### src/rtl/rebote_debouncer.sv
// rebote_debouncer: per-key synchronizer and stability-count debouncer producing clean active-high levels
module rebote_debouncer #(
  parameter int WIDTH         = 4,
  parameter int STABLE_CYCLES = 500000,
  parameter int CNT_W         = 20,
  parameter int ACTIVE_LOW    = 1
) (
  input  logic             F_CLOCK_50,
  input  logic             F_RESET,
  input  logic [WIDTH-1:0] F_BTN_IN,
  output logic [WIDTH-1:0] F_BTN_OUT,
  output logic             F_BUSY
);
  typedef enum logic [1:0] {IDLE_LO, CHECK_HI, IDLE_HI, CHECK_LO} state_t;
  localparam logic [CNT_W-1:0] LAST = CNT_W'(STABLE_CYCLES - 1);
  logic [WIDTH-1:0] sync1_q, sync1_d, sync2_q, sync2_d, busy;
  // normalise polarity so 1 always means pressed, then feed the two-stage synchronizer
  always_comb begin
    sync1_d = (ACTIVE_LOW != 0) ? ~F_BTN_IN : F_BTN_IN;
    sync2_d = sync1_q;
  end
  // synchronizer flops, cleared immediately by reset
  always_ff @(posedge F_CLOCK_50 or posedge F_RESET) begin
    if (F_RESET) begin
      sync1_q <= '0;
      sync2_q <= '0;
    end else begin
      sync1_q <= sync1_d;
      sync2_q <= sync2_d;
    end
  end
  for (genvar c = 0; c < WIDTH; c++) begin : g_ch
    state_t           state_q, state_d;
    logic [CNT_W-1:0] cnt_q, cnt_d;
    logic             out_q, out_d, s;
    assign s = sync2_q[c];
    // a CHECK state counts consecutive disagreeing samples; any agreeing sample aborts it
    always_comb begin
      state_d = state_q;
      cnt_d   = cnt_q;
      out_d   = out_q;
      case (state_q)
        IDLE_LO: if (s) begin
          state_d = CHECK_HI;
          cnt_d   = CNT_W'(1);
        end
        CHECK_HI: if (!s) begin
          state_d = IDLE_LO;
          cnt_d   = '0;
        end else if (cnt_q == LAST) begin
          state_d = IDLE_HI;
          out_d   = 1'b1;
          cnt_d   = '0;
        end else cnt_d = cnt_q + CNT_W'(1);
        IDLE_HI: if (!s) begin
          state_d = CHECK_LO;
          cnt_d   = CNT_W'(1);
        end
        CHECK_LO: if (s) begin
          state_d = IDLE_HI;
          cnt_d   = '0;
        end else if (cnt_q == LAST) begin
          state_d = IDLE_LO;
          out_d   = 1'b0;
          cnt_d   = '0;
        end else cnt_d = cnt_q + CNT_W'(1);
      endcase
    end
    // channel state, counter and debounced level; reset discards everything with no release pulse
    always_ff @(posedge F_CLOCK_50 or posedge F_RESET) begin
      if (F_RESET) begin
        state_q <= IDLE_LO;
        cnt_q   <= '0;
        out_q   <= 1'b0;
      end else begin
        state_q <= state_d;
        cnt_q   <= cnt_d;
        out_q   <= out_d;
      end
    end
    assign F_BTN_OUT[c] = out_q;
    assign busy[c]      = (state_q == CHECK_HI) || (state_q == CHECK_LO);
  end
  assign F_BUSY = |busy;
endmodule

### config.mk
export PLATFORM = sky130hd
export DESIGN_NAME = rebote_debouncer
export DESIGN_NICKNAME = d
export VERILOG_FILES = /design/src/rtl/rebote_debouncer.sv
export SDC_FILE = /design/constraint.sdc
export NUM_CORES = 1
export LEC_CHECK = 0
export ABC_CLOCK_PERIOD_IN_PS = 5650
export CAP_MARGIN = 0
export CORE_ASPECT_RATIO = 0.6
export CORE_MARGIN = 5
export CORE_UTILIZATION = 67
export CTS_BUF_LIST = sky130_fd_sc_hd__clkbuf_16
export DETAILED_ROUTE_END_ITERATION = 10
export MAX_ROUTING_LAYER = met4
export PLACE_DENSITY = 0.85
export RECOVER_POWER = 100
export SKIP_CTS_REPAIR_TIMING = 1
export SYNTH_ARGS = -nofsm -noshare
export SYNTH_HDL_FRONTEND = slang
export SYNTH_SLANG_ARGS = --single-unit
### constraint.sdc
create_clock -name F_CLOCK_50 -period 5.65 [get_ports F_CLOCK_50]
set_input_delay 0.8475 -clock F_CLOCK_50 [delete_from_list [all_inputs] [get_ports F_CLOCK_50]]
set_output_delay 0.8475 -clock F_CLOCK_50 [all_outputs]
set_load 0.02 [all_outputs]
* Word-level counts from Yosys, hierarchy flattened
Index checks and enable logic that the tools add are counted.
** Word-level totals
- Register bits :: 100
- Output and inout bits :: 5
- Bits of input ports :: 6
- Logic and storage cells :: 164
** Operators by class
- Add/sub/neg operators :: 4
- Muxes and demuxes :: 72
- Equal/unequal tests :: 48
- Bitwise gates (word level) :: 1
- Reduce and logical (&&, ||, !) cells :: 25
** Operators by type and width (count)
- 2-to-1 mux 20 bit :: 20
- case mux 20 bit (4 select lines) :: 4
- adder 20 x 1 -> 20 bit, second input constant :: 4
- == test 20 x 19 -> 1 bit, second input constant :: 4
- 2-to-1 mux 2 bit :: 24
- != test 2 bit, second input constant :: 24
- case mux 2 bit (4 select lines) :: 4
- != test 3 bit, second input constant :: 8
- AND reduction 5 bit :: 4
- == test 2 bit, second input constant :: 8
- 2-to-1 mux 1 bit :: 16
- AND reduction 4 bit :: 4
- == test 2 x 1 -> 1 bit, second input constant :: 4
- zero test 2 bit :: 4
- case mux 1 bit (2 select lines) :: 4
- AND reduction 2 bit :: 4
- nonzero test 2 bit :: 4
- logical OR 1 bit :: 4
- inverter 4 bit :: 1
- OR reduction 4 bit :: 1

* Depth between registers and ports, before layout
Gate-level depths: netlist of the first run.
- Word-level depth :: 4
- Gate-level depth with buffers :: 8
- Gate-level depth less buffers :: 6

* Worst setup path before layout of the first run
No wires, ideal clock.
- Kind :: reg2out
- From :: register g_ch[0].state_q[0]
- To :: output F_BUSY
- Required time :: 4.803 ns
- Path slack :: 3.674 ns
- Arrival time :: 1.129 ns
- Stages on the path, launching flop included :: 3
- Path buffers :: 1
- Cells stage by stage :: dfrtp_1 clkbuf_1 or4_1
** On the way
- Cells in the longest elaborated chain, start to end :: 3
- Elaborated cells on any way between the ends :: 4
- Classes of those cells :: eq/ne: 2; reduce/logical: 2
** Ends and longest elaborated chain
- start: declaration :: line 33 : state_t state_q, state_d;
- start signal: assignment :: line 76 : state_q <= state_d;
- == test 2 x 1 -> 1 bit or == test 2 bit (tied branches) :: line 82 : assign busy[c] = (state_q == CHECK_HI) || (state_q == CHECK_LO);
- logical OR 1 bit * :: line 82
- OR reduction 4 bit * :: line 84 : assign F_BUSY = |busy;
- end: declaration :: line 12 : output logic F_BUSY
Every way passes the cells marked *; elsewhere a longest branch is shown, timed or not.

==> results of run 1 <==
[per-stage QoR]
stage	hold WS, ns	power [mW]	cell area [um^2]
2_1_floorplan	0.331	0.861	5330
3_3_place_gp	0.333	0.884	5430
3_5_place_dp	0.342	0.890	5430
4_1_cts	0.357	1.50	5720
5_1_grt	0.368	1.55	5690
6_report	0.358	1.49	5690
[cell usage in the layout (no fill, tap or decap), drive strengths merged, types with 3 or more instances in the layout]
master / instances
mux2i: 8
xnor2: 6
o211ai: 4
nor3: 11
ha: 4
clkinv: 5
or2: 4
or4b: 3
and4: 8
a41oi: 10
mux2: 4
nand2: 64
and3: 8
nand3: 45
o21ai: 23
nor4: 11
nand4: 24
a22o: 15
o311ai: 3
xor2: 6
nor2: 29
nand2b: 13
a31oi: 44
a21o: 18
a21oi: 36
clkbuf: 12
inv: 19
or4: 3
dlygate4sd3: 10
dfrtp: 100
and2: 5
[layout make-up]
type | count | area (um^2) | area share, %
clock buffer | 9 | 225 | 3.96
clock inverter | 7 | 68.8 | 1.21
inverter | 19 | 72.6 | 1.28
multi-input combinational | 425 | 2570 | 45.2
sequential | 100 | 2500 | 44.0
tap | 108 | 135 | 2.38
timing repair buffer | 13 | 113 | 1.98
[logic make-up after synthesis]
kind of cell             Yosys count  synth area share [%]
flip-flops                       100                  47.0
multiplexers                      12                  2.35
AO/OA/AOI/OAI                    161                  19.9
buffers and inverters             50                  4.25
XOR/XNOR                          12                  1.97
AND/OR/NAND/NOR                  236                  23.6
adder cells (fa/ha/maj)            4                 0.940
[flip-flops by register name, summed over array words and instances, names as in the netlist, named ones only]
| register | flops |
|---|---|
| g_ch.cnt_q | 80 |
| sync1_q | 4 |
| g_ch.state_q | 4 |
| sync2_q | 4 |
| g_ch.out_q | 4 |
[synth_stat cells, types with 10 or more instances]
cell type,count
inv_1,19
o21ai_0,23
nand3_1,45
nand2b_1,13
a21o_1,18
dfrtp_1,100
nand4_1,24
a22o_1,15
a41oi_1,10
a31oi_1,44
clkbuf_1,11
a21oi_1,33
buf_2,11
nor2_1,29
nand2_1,64
[worst max-delay path, stage by stage]
cell	delay [ns]
dlygate4sd3_1	0.55
clkinvlp_2	1.11
clkbuf_2	1.17
[where the power goes]
part	total (mW)	leakage, nW	internal (mW)	switching [mW]
clock network	0.611	0.148	0.342	0.269
registers	0.778	1.36	0.741	0.0369
logic	0.0996	0.944	0.0362	0.0634
[how the worst max path moves through the flow]
stage | from | endpoint | slack [ns] | depth (start not counted)
after floorplan | F_RESET | async pin | 2.18 | 1
after global placement | F_RESET | g_ch[3].cnt_q[17] | 3.20 | 3
after detailed placement | g_ch[0].cnt_q[0] | g_ch[0].cnt_q[7] | 3.09 | 6
after CTS | g_ch[0].state_q[0] | F_BUSY | 2.79 | 2
after global routing | F_RESET | g_ch[0].cnt_q[8] | 1.63 | 3
final | F_RESET | g_ch[3].cnt_q[19] | 2.18 | 3
[routing by layer]
metal	vias to the layer above	global-route usage [%]	wire (um)
li1	2139	-	-
met2	147	37.2	5070
met3	21	5.44	643
met5	-	-	0
met4	0	6.49	155
met1	2172	35.1	5350
==> key figures, run 1 <==
Synthesis
  • Cell variety after synth: 50
  • Post-synth ARST share: 100%
  • Sequential area share after synthesis: 47.0%
  • Post-synth EDFFs: 0
  • Synth warn: 0
  • Syn nets: 585
  • Synth top area cells: dfrtp_1 47%, a31oi_1 5.2%, nand2_1 4.5%
  • Syn Area/Cell: 9.26 um^2
  • Cell count after synthesis: 575
  • Top cell type's share of synthesized area: 47.0%
  • Flops & latches, synth: 100
  • Mapped Area: 5330 um^2
  • Area leader, netlist: dfrtp_1
  • Dominant synthesized flop cell: dfrtp_1

Flow run
  • MaxCap Viol Count: 2

Timing
  • Final setup fails: 0
  • Setup TNS: 0 ns
  • Hold Fails Final Rpt: 0
  • Tmin final: 3.47 ns
  • Worst Tran Pin Value: 1.94 ns
  • Final worst-path cycle share: 61.3%
  • Max Transition Viols Final: 74
  • Final WS setup: 2.18 ns
  • RSZ-0062 raised after global routing: no
  • Max Clk Rate: 289 MHz
  • Skew final: 0.00447 ns
  • Max-slew headroom: -30.1%

Setup path
  • Startpoint type of the worst setup path: primary input
  • Critical path fanouts, max: 56
  • CP arrival: 3.71 ns
  • Reg-to-reg startpoint: g_ch[0].cnt_q[0]
  • FF-to-FF End: g_ch[0].cnt_q[7]
  • Critical Path RT: 5.89 ns
  • CP Capture Type: async pin
  • Setup CP Type: in -> async
  • R2R Setup Slk: 2.36 ns
  • R2R depth: 6

Floorplan
  • Die Y: 79.1 um
  • Initial Util: 68.1%
  • Ports: 11
  • Core Region: 7820 um^2
  • Die ar.: 9890 um^2
  • Die width: 125 um
  • # rows: 25

Final layout
  • Share of layout cells above drive strength 1: 5.24%
  • Nets: 578
  • # diodes: 0
  • Final Util: 72.7%
  • Synth-to-Final Area Change: 6.77%
  • Non-Filler Instances: 681
  • FILL cells: 569

CTS
  • Root buf cell: clkbuf_16
  • Clk sinks: 100
  • CTS Buf Count: 9
  • Worst skew pair latency: 0.35 ns
  • CTS Buffer Depth: 2
  • Clock-pin slew on the worst setup and hold paths: 0.07 ns
  • CTS tree: built
  • CTS H-Tree Depth: 3

Placement
  • Pre-CTS setup slack: 3.09 ns
  • IO buf count: 10
  • Cells after DPL: 665
  • HPWL after DPL: 7.59 mm
  • Final GP Congestion: 0.903

Drt
  • Iteration-0 DRC Markers: 561
  • Routed vias: 4479
  • Overall routed net length: 11.2 mm
  • DR WL/cell: 16.5 um
  • Pre-antenna DRT Iters: 5
  • Final ANT Viol Nets: 0
  • DRC viols: 0
  • Via density: 6.58

Hold path
  • Hold depth: 0
  • Worst min path class: reg -> reg
  • HP Start: sync1_q[2]
  • Hold Path Sink: sync2_q[2]

Global route
  • Initial antenna violation count: 0
  • Largest net degree at the start of global routing: 57
  • Total gr overflow: 0
  • Vias in the first global route: 4053
  • Global-route wire length before repair: 19.5 mm
  • GRT Overall Usage: 24.9%

Outcome
  • Status: complete, but fails checks
  • Failing checks: max-capacitance violations, max-slew violations

Power and ir drop
  • Pwr dens: 262 nW/um^2
  • VDD IR-drop max: 0.000185 V
  • Leakage: 2.45 nW
Power figures use the tool's default switching activity.
==> run 2: changes to the inputs <==
Settings changed: ABC_CLOCK_PERIOD_IN_PS 5650 to 3230, CORE_UTILIZATION 67 to 62, PLACE_DENSITY 0.85 to 0.79.
Clock period 5.65 ns to 3.23 ns, I/O delays scaled along.
==> run 2 against run 1 <==
Worst hold slack worse by 0.0077 ns. Die area up 7.2%. Final cell count up 1.5%. First-iteration DRC count down 18%. The flow still finishes with violations (max-capacitance violations, max-slew violations). Global-route usage down 1.3 points. Register-to-register slack worse by 1.9 ns. Flip-flop and latch count unchanged. Final area up 0.44%. Sequential share of layout area down 0.19 points. Non-clock buffer count up 6. Critical endpoint is now g_ch[0].cnt_q[15].
==> key figures, run 2 (synthesis results as in run 1) <==
Placement
  • Final GP Congestion: 0.907 (+0.39%)
  • HPWL after DPL: 7.80 mm (+2.8%)
  • IO buf count: 10 (unchanged)
  • Placed cell area: 5480 um^2 (+0.92%)
  • Pre-CTS setup slack: 0.756 ns (-2.33 ns)

CTS
  • Clock-pin slew on the worst setup and hold paths: 0.07 ns (about the same)
  • CTS Buf Count: 9 (unchanged)
  • Worst skew pair latency: 0.34 ns (about the same)
  • Root buf cell: clkbuf_16
  • CTS Buffer Depth: 2 (unchanged)
  • CTS H-Tree Depth: 3 (unchanged)
  • Clk sinks: 100 (unchanged)
  • CTS tree: built

Drt
  • Overall routed net length: 11.3 mm (+0.57%)
  • Iteration-0 DRC Markers: 458 (-18%)
  • Routed vias: 4468 (-0.25%)
  • DR WL/cell: 16.3 um (-0.89%)
  • Pre-antenna DRT Iters: 5 (unchanged)
  • Final ANT Viol Nets: 0 (unchanged)
  • Via density: 6.47 (-1.7%)
  • DRC viols: 0 (unchanged)

Power and ir drop
  • Switch Pwr: 650 uW (+76%)
  • Internal Power: 1.96 mW (+75%)
  • Pwr dens: 457 nW/um^2 (+75%)
  • Share of total power in the clock network: 40.9% (-0.2 points)
  • Sequential power share: 52.2% (about the same)
  • VDD IR-drop max: 0.000371 V (+100%)
  • Switch share: 24.9% (+0.077 points)
  • Leakage: 2.46 nW (+0.64%)
  • Combinational power share: 6.9% (+0.2 points)

Floorplan
  • Die width: 130 um (+3.6%)
  • # rows: 26 (+4.0%)
  • Ports: 11 (unchanged)
  • Die Y: 81.8 um (+3.5%)
  • Core Region: 8430 um^2 (+7.7%)
  • Die ar.: 10600 um^2 (+7.2%)
  • Initial Util: 63.2% (-4.9 points)

Flow run
  • MaxCap Viol Count: 1 (-1)

Setup path
  • Critical Path RT: 3.49 ns (-2.40 ns)
  • CP arrival: 3.05 ns (-0.66 ns)
  • Max incr delay on CP: 0.95 ns (-0.22 ns)
  • Critical path fanouts, max: 17 (-70%)
  • Startpoint type of the worst setup path: register
  • Setup CP Type: reg -> reg
  • CP Capture Type: register
  • Crit path cell chain: ha_1 -> and4_1 -> and4_1 -> a21oi_1 -> clkbuf_1 -> a31oi_1 -> a31oi_1
  • Slowest CP cell: a21oi_1

Timing
  • Worst Tran Pin Value: 1.87 ns (-0.0702 ns)
  • Final setup fails: 0 (unchanged)
  • Skew final: 0.00596 ns (+0.00149 ns)
  • RSZ-0062 raised after global routing: no
  • Final WS setup: 0.447 ns (-1.74 ns)
  • Setup TNS: 0 ns (unchanged)
  • Max-slew headroom: -24.9% (+5.3 points)
  • Max Clk Rate: 359 MHz
  • Max Transition Viols Final: 49 (-34%)
  • Final worst-path cycle share: 86.2%
  • Tmin final: 2.78 ns
  • Hold Fails Final Rpt: 0 (unchanged)

Global route
  • Largest net degree at the start of global routing: 49 (-14%)
  • Vias in the first global route: 4100 (+1.2%)
  • GRT Overall Usage: 23.6% (-1.3 points)
  • Total gr overflow: 0 (unchanged)
  • Global-route wire length before repair: 19.5 mm (-0.42%)
  • Initial antenna violation count: 0 (unchanged)

Final layout
  • Commonest non-fill, non-tap cell in the layout: dfrtp_1
  • Nets: 584 (+1.0%)
  • # diodes: 0 (unchanged)
  • Max FFs per register: 80 (unchanged)
  • Biggest register: g_ch.cnt_q
  • Synth-to-Final Area Change: 7.24%
  • Most frequent cells in the layout: 100 x dfrtp_1, 64 x nand2_1, 45 x nand3_1, 44 x a31oi_1, 34 x a21oi_1
  • Share of layout cells above drive strength 1: 5.35% (+0.12 points)
  • Final Util: 67.8% (-4.9 points)
  • Fin area: 5710 um^2 (+0.44%)

Outcome
  • Status: complete, but fails checks
  • Failing checks: max-capacitance violations, max-slew violations

Hold path
  • Worst min path class: reg -> reg
==> run 2: cell count changes in the layout (fill, tap and decap cells not counted) <==
cell	delta
a21oi_1	-1
a21oi_2	+1
clkbuf_1	+4
clkbuf_2	+2
clkinv_2	+1
clkinv_4	-3
clkinvlp_2	-1
inv_1	+1
inv_6	+2
or4b_1	+1
or4b_4	-1
==> run 2: metal layers <==
metal  track usage [%]  part of all wire [%]  vias up
li1                  -                     -     2161
met1              32.8                    50     2188
met2              35.3                    45      108
met3              5.26                   4.0       11
met4              6.64                   1.2        0
met5                 -                     0        -
==> run 2: cell type report <==
cell class / count / area (um^2)
fillers: 668 / 2720
well taps: 112 / 140
repair buffers: 19 / 138
clock inverters: 7 / 65.1
inverters: 19 / 71.3
multi-input cells: 425 / 2570
flip-flops and latches: 100 / 2500
clock buffers: 9 / 225
==> run 2: power groups by stage <==
stage | registers, mW | clock network (mW) | logic (mW)
final | 1.36 | 1.07 | 0.179
after global routing | 1.37 | 1.13 | 0.202
after CTS | 1.36 | 1.08 | 0.186
after detailed placement | 1.38 | 0 | 0.185
after global placement | 1.38 | 0 | 0.177
after floorplan | 1.36 | 0 | 0.142
==> run 2: worst paths after layout <==
path / startpoint / endpoint / slack [ns] / cells past startpoint
setup / recovery: g_ch[0].cnt_q[0] / g_ch[0].cnt_q[15] / 0.45 / 7
hold / removal: sync1_q[0] / sync2_q[0] / 0.35 / 0
setup reg to reg: g_ch[0].cnt_q[0] / g_ch[0].cnt_q[15] / 0.45 / 7
hold reg to reg: sync1_q[0] / sync2_q[0] / 0.35 / 0
max in group asynchronous: F_RESET / g_ch[2].cnt_q[4] / 0.75 / 3
min in group asynchronous: F_RESET / sync1_q[2] / 1.19 / 2
==> run 2: worst max-delay path: cells and delay by family (launching register included) <==
| family | cells | cell delay (ns) |
|---|---|---|
| and+or+nand+nor | 2 | 0.41 |
| DFF | 1 | 0.45 |
| adders and majority gates | 1 | 0.28 |
| AOI/OAI and AO/OA | 3 | 1.23 |
| buffers and inverters | 1 | 0.33 |
==> run 2: stage by stage <==
| stage | total power [mW] | hold WS [ns] | cells |
|---|---|---|---|
| 2_1_floorplan | 1.51 | 0.331 | 575 |
| 3_3_place_gp | 1.56 | 0.332 | 675 |
| 3_5_place_dp | 1.57 | 0.338 | 675 |
| 4_1_cts | 2.63 | 0.353 | 691 |
| 5_1_grt | 2.70 | 0.368 | 691 |
| 6_report | 2.61 | 0.350 | 691 |
==> run 3: changes to the inputs <==
Settings changed: ABC_AREA from default to 1, CORE_UTILIZATION 62 to 63, PLACE_DENSITY 0.79 to 0.8.
==> run 3 against run 2 <==
The run still ends with max-capacitance violations, max-slew violations left. Synthesized cell count is 48% higher. Sequential share of layout area decreased by 5.1 points. Non-clock buffer count is 6 lower. Critical path type unchanged.
==> key figures, run 3 <==
Global route
  • Total gr overflow: 0 (unchanged)
  • Grt peak-use layer: met1
  • Largest net degree at the start of global routing: 53 (+8.2%)
  • M3 GR Usage: 4.98% (-0.28 points)
  • GRT Overall Usage: 25.4% (+1.8 points)
  • Met1 Usage GRT: 36.9% (+4.1 points)
  • Vias in the first global route: 5062 (+23%)
  • M2 GR Usage: 36.8% (+1.5 points)
  • Global-route wire length before repair: 23.4 mm (+20%)
  • Initial antenna violation count: 0 (unchanged)

Floorplan
  • Initial Util: 65.2% (+2.0 points)
  • Core Region: 9260 um^2 (+9.9%)
  • Ports: 11 (unchanged)
  • Die Y: 85.8 um (+4.9%)
  • Die width: 136 um (+5.2%)
  • # rows: 27 (+3.8%)
  • Die ar.: 11700 um^2 (+10%)

Final layout
  • Biggest register: g_ch.cnt_q
  • Nets: 873 (+49%)
  • Final Util: 69.9% (+2.1 points)
  • Most frequent cells in the layout: 278 x nand2_1, 126 x nor2_1, 100 x dfrtp_1, 97 x inv_1, 78 x nand3_1
  • # diodes: 0 (unchanged)
  • Commonest non-fill, non-tap cell in the layout: nand2_1
  • Share of layout cells above drive strength 1: 4.49% (-0.86 points)
  • Max FFs per register: 80 (unchanged)
  • Synth-to-Final Area Change: 7.17% (about the same)

Synthesis
  • Count leader, synth: nand2_1
  • Cell count after synthesis: 853 (+48%)
  • Mapped Area: 6040 um^2 (+13%)
  • Syn nets: 863 (+48%)
  • Post-synth EDFFs: 0 (unchanged)
  • Flops & latches, synth: 100 (unchanged)
  • Synth top area cells: dfrtp_1 41%, nand2_1 17%, nor2_1 7.2%
  • Dominant synthesized flop cell: dfrtp_1
  • Synth warn: 0 (unchanged)
  • Area leader, netlist: dfrtp_1
  • Post-synth ARST share: 100% (unchanged)
  • Cell variety after synth: 32 (-36%)
  • Syn Area/Cell: 7.08 um^2 (-24%)
  • Sequential area share after synthesis: 41.5% (-5.5 points)
  • Top cells by instance count after synthesis: 274 x nand2_1, 116 x nor2_1, 100 x dfrtp_1
  • Top cell type's share of synthesized area: 41.5% (-5.5 points)

Hold path
  • Worst min path class: reg -> reg
  • Hold depth: 0 (unchanged)
  • Hold Path Sink: sync2_q[3]
  • HP Start: sync1_q[3]

Setup path
  • Setup CP Type: reg -> reg
  • FF-to-FF End: g_ch[2].cnt_q[3]
  • R2R depth: 8 (+1)
  • Startpoint type of the worst setup path: register
  • Reg-to-reg startpoint: g_ch[2].cnt_q[0]
  • CP arrival: 2.67 ns (-0.38 ns)
  • R2R Setup Slk: 0.82 ns (+0.37 ns)
  • Critical Path RT: 3.49 ns (about the same)
  • Critical path fanouts, max: 18 (+1)
  • CP Capture Type: register

Timing
  • Max-slew headroom: -22.8% (+2.1 points)
  • Worst Tran Pin Value: 1.84 ns (-0.0317 ns)
  • Final worst-path cycle share: 74.7% (-11 points)
  • Skew final: 0.00581 ns (-0.000152 ns)
  • Hold Fails Final Rpt: 0 (unchanged)
  • RSZ-0062 raised after global routing: no
  • Final setup fails: 0 (unchanged)
  • Tmin final: 2.41 ns (-0.370 ns)
  • Max Transition Viols Final: 49 (unchanged)
  • Max Clk Rate: 414 MHz (+15%)
  • Setup TNS: 0 ns (unchanged)

Flow run
  • MaxCap Viol Count: 1 (unchanged)

Drt
  • DR WL/cell: 13.3 um (-18%)
  • Routed vias: 5423 (+21%)
  • Final ANT Viol Nets: 0 (unchanged)
  • DRC viols: 0 (unchanged)
  • Overall routed net length: 13.3 mm (+18%)
  • Via density: 5.43 (-16%)
  • Iteration-0 DRC Markers: 490 (+7.0%)
  • Pre-antenna DRT Iters: 5 (unchanged)

Placement
  • Final GP Congestion: 0.916 (+1.1%)
  • HPWL after DPL: 9.70 mm (+24%)
  • IO buf count: 10 (unchanged)

CTS
  • Clock-pin slew on the worst setup and hold paths: 0.07 ns (about the same)
  • Root buf cell: clkbuf_16
  • CTS Buf Count: 9 (unchanged)
  • CTS Buffer Depth: 2 (unchanged)
  • Worst skew pair latency: 0.35 ns (about the same)
  • Clk sinks: 100 (unchanged)
  • CTS H-Tree Depth: 3 (unchanged)
  • CTS tree: built

Outcome
  • Status: complete, but fails checks
  • Failing checks: max-capacitance violations, max-slew violations

Power and ir drop
  • Pwr dens: 407 nW/um^2 (-11%)
  • Leakage: 2.89 nW (+17%)
  • VDD IR-drop max: 0.000317 V (-15%)
## run 3: logic make-up after synthesis
logic type | count (synthesis) | share of synthesized area (%)
compound gates | 70 | 6.63
xor+xnor | 33 | 4.79
fa+ha+maj | 4 | 0.829
buf+inv | 114 | 7.65
flops | 100 | 41.5
simple gates | 532 | 38.7
## run 3: how the worst max path moves through the flow
| stage | depth (start not counted) | slack, ns | end | startpoint |
|---|---|---|---|---|
| after floorplan | 1 | 0.13 | async pin | F_RESET |
| after global placement | 10 | 1.29 | g_ch[1].cnt_q[19] | g_ch[1].cnt_q[0] |
| after detailed placement | 10 | 1.24 | g_ch[1].cnt_q[19] | g_ch[1].cnt_q[0] |
| after CTS | 3 | 1.10 | F_BUSY | g_ch[2].state_q[0] |
| after global routing | 2 | 0.58 | g_ch[0].cnt_q[19] | F_RESET |
| final | 8 | 0.82 | g_ch[2].cnt_q[3] | g_ch[2].cnt_q[0] |
## run 3: metal layers
| metal | share of wire [%] | vias up |
|---|---|---|
| met5 | 0 | - |
| met2 | 42 | 185 |
| met4 | 0.79 | 0 |
| li1 | - | 2723 |
| met3 | 6.4 | 15 |
| met1 | 50 | 2500 |
## run 3: worst max-delay path, stage by stage, from the launching register on
cell     delay [ns]
dfrtp_1        0.43
ha_1           0.28
nand2_1        0.13
nor2_1         0.15
nand3_4        0.12
nor2_1         0.06
nor2_1         0.89
nand3_1        0.13
o21ai_0        0.14
## run 3: cell type report
cell class                 count  area (um^2)
sequential                   100         2500
clock buffer                   9          225
inverter                     100          375
timing repair buffer          13          135
clock inverter                 7         66.3
tap                          130          163
multi-input combinational    639         3000
fill                         774         2790
## run 3: where the power goes
| group | total, mW | switching [mW] | leakage (nW) | internal (mW) |
|---|---|---|---|---|
| Sequential | 1.33 | 0.0426 | 1.36 | 1.29 |
| Clock | 1.08 | 0.481 | 0.145 | 0.598 |
| Combinational | 0.218 | 0.155 | 1.39 | 0.0623 |
## run 3: per-stage QoR
step	total power, mW	cells	hold slack [ns]	area (um^2)	worst slack, ns
CTS	2.65	998	0.346	6540	1.10
global route	2.74	998	0.353	6470	0.579
global placement	1.57	982	0.333	6250	1.29
finish	2.63	998	0.344	6470	0.817
detailed placement	1.58	982	0.335	6250	1.24
floorplan	1.51	853	0.331	6040	0.127
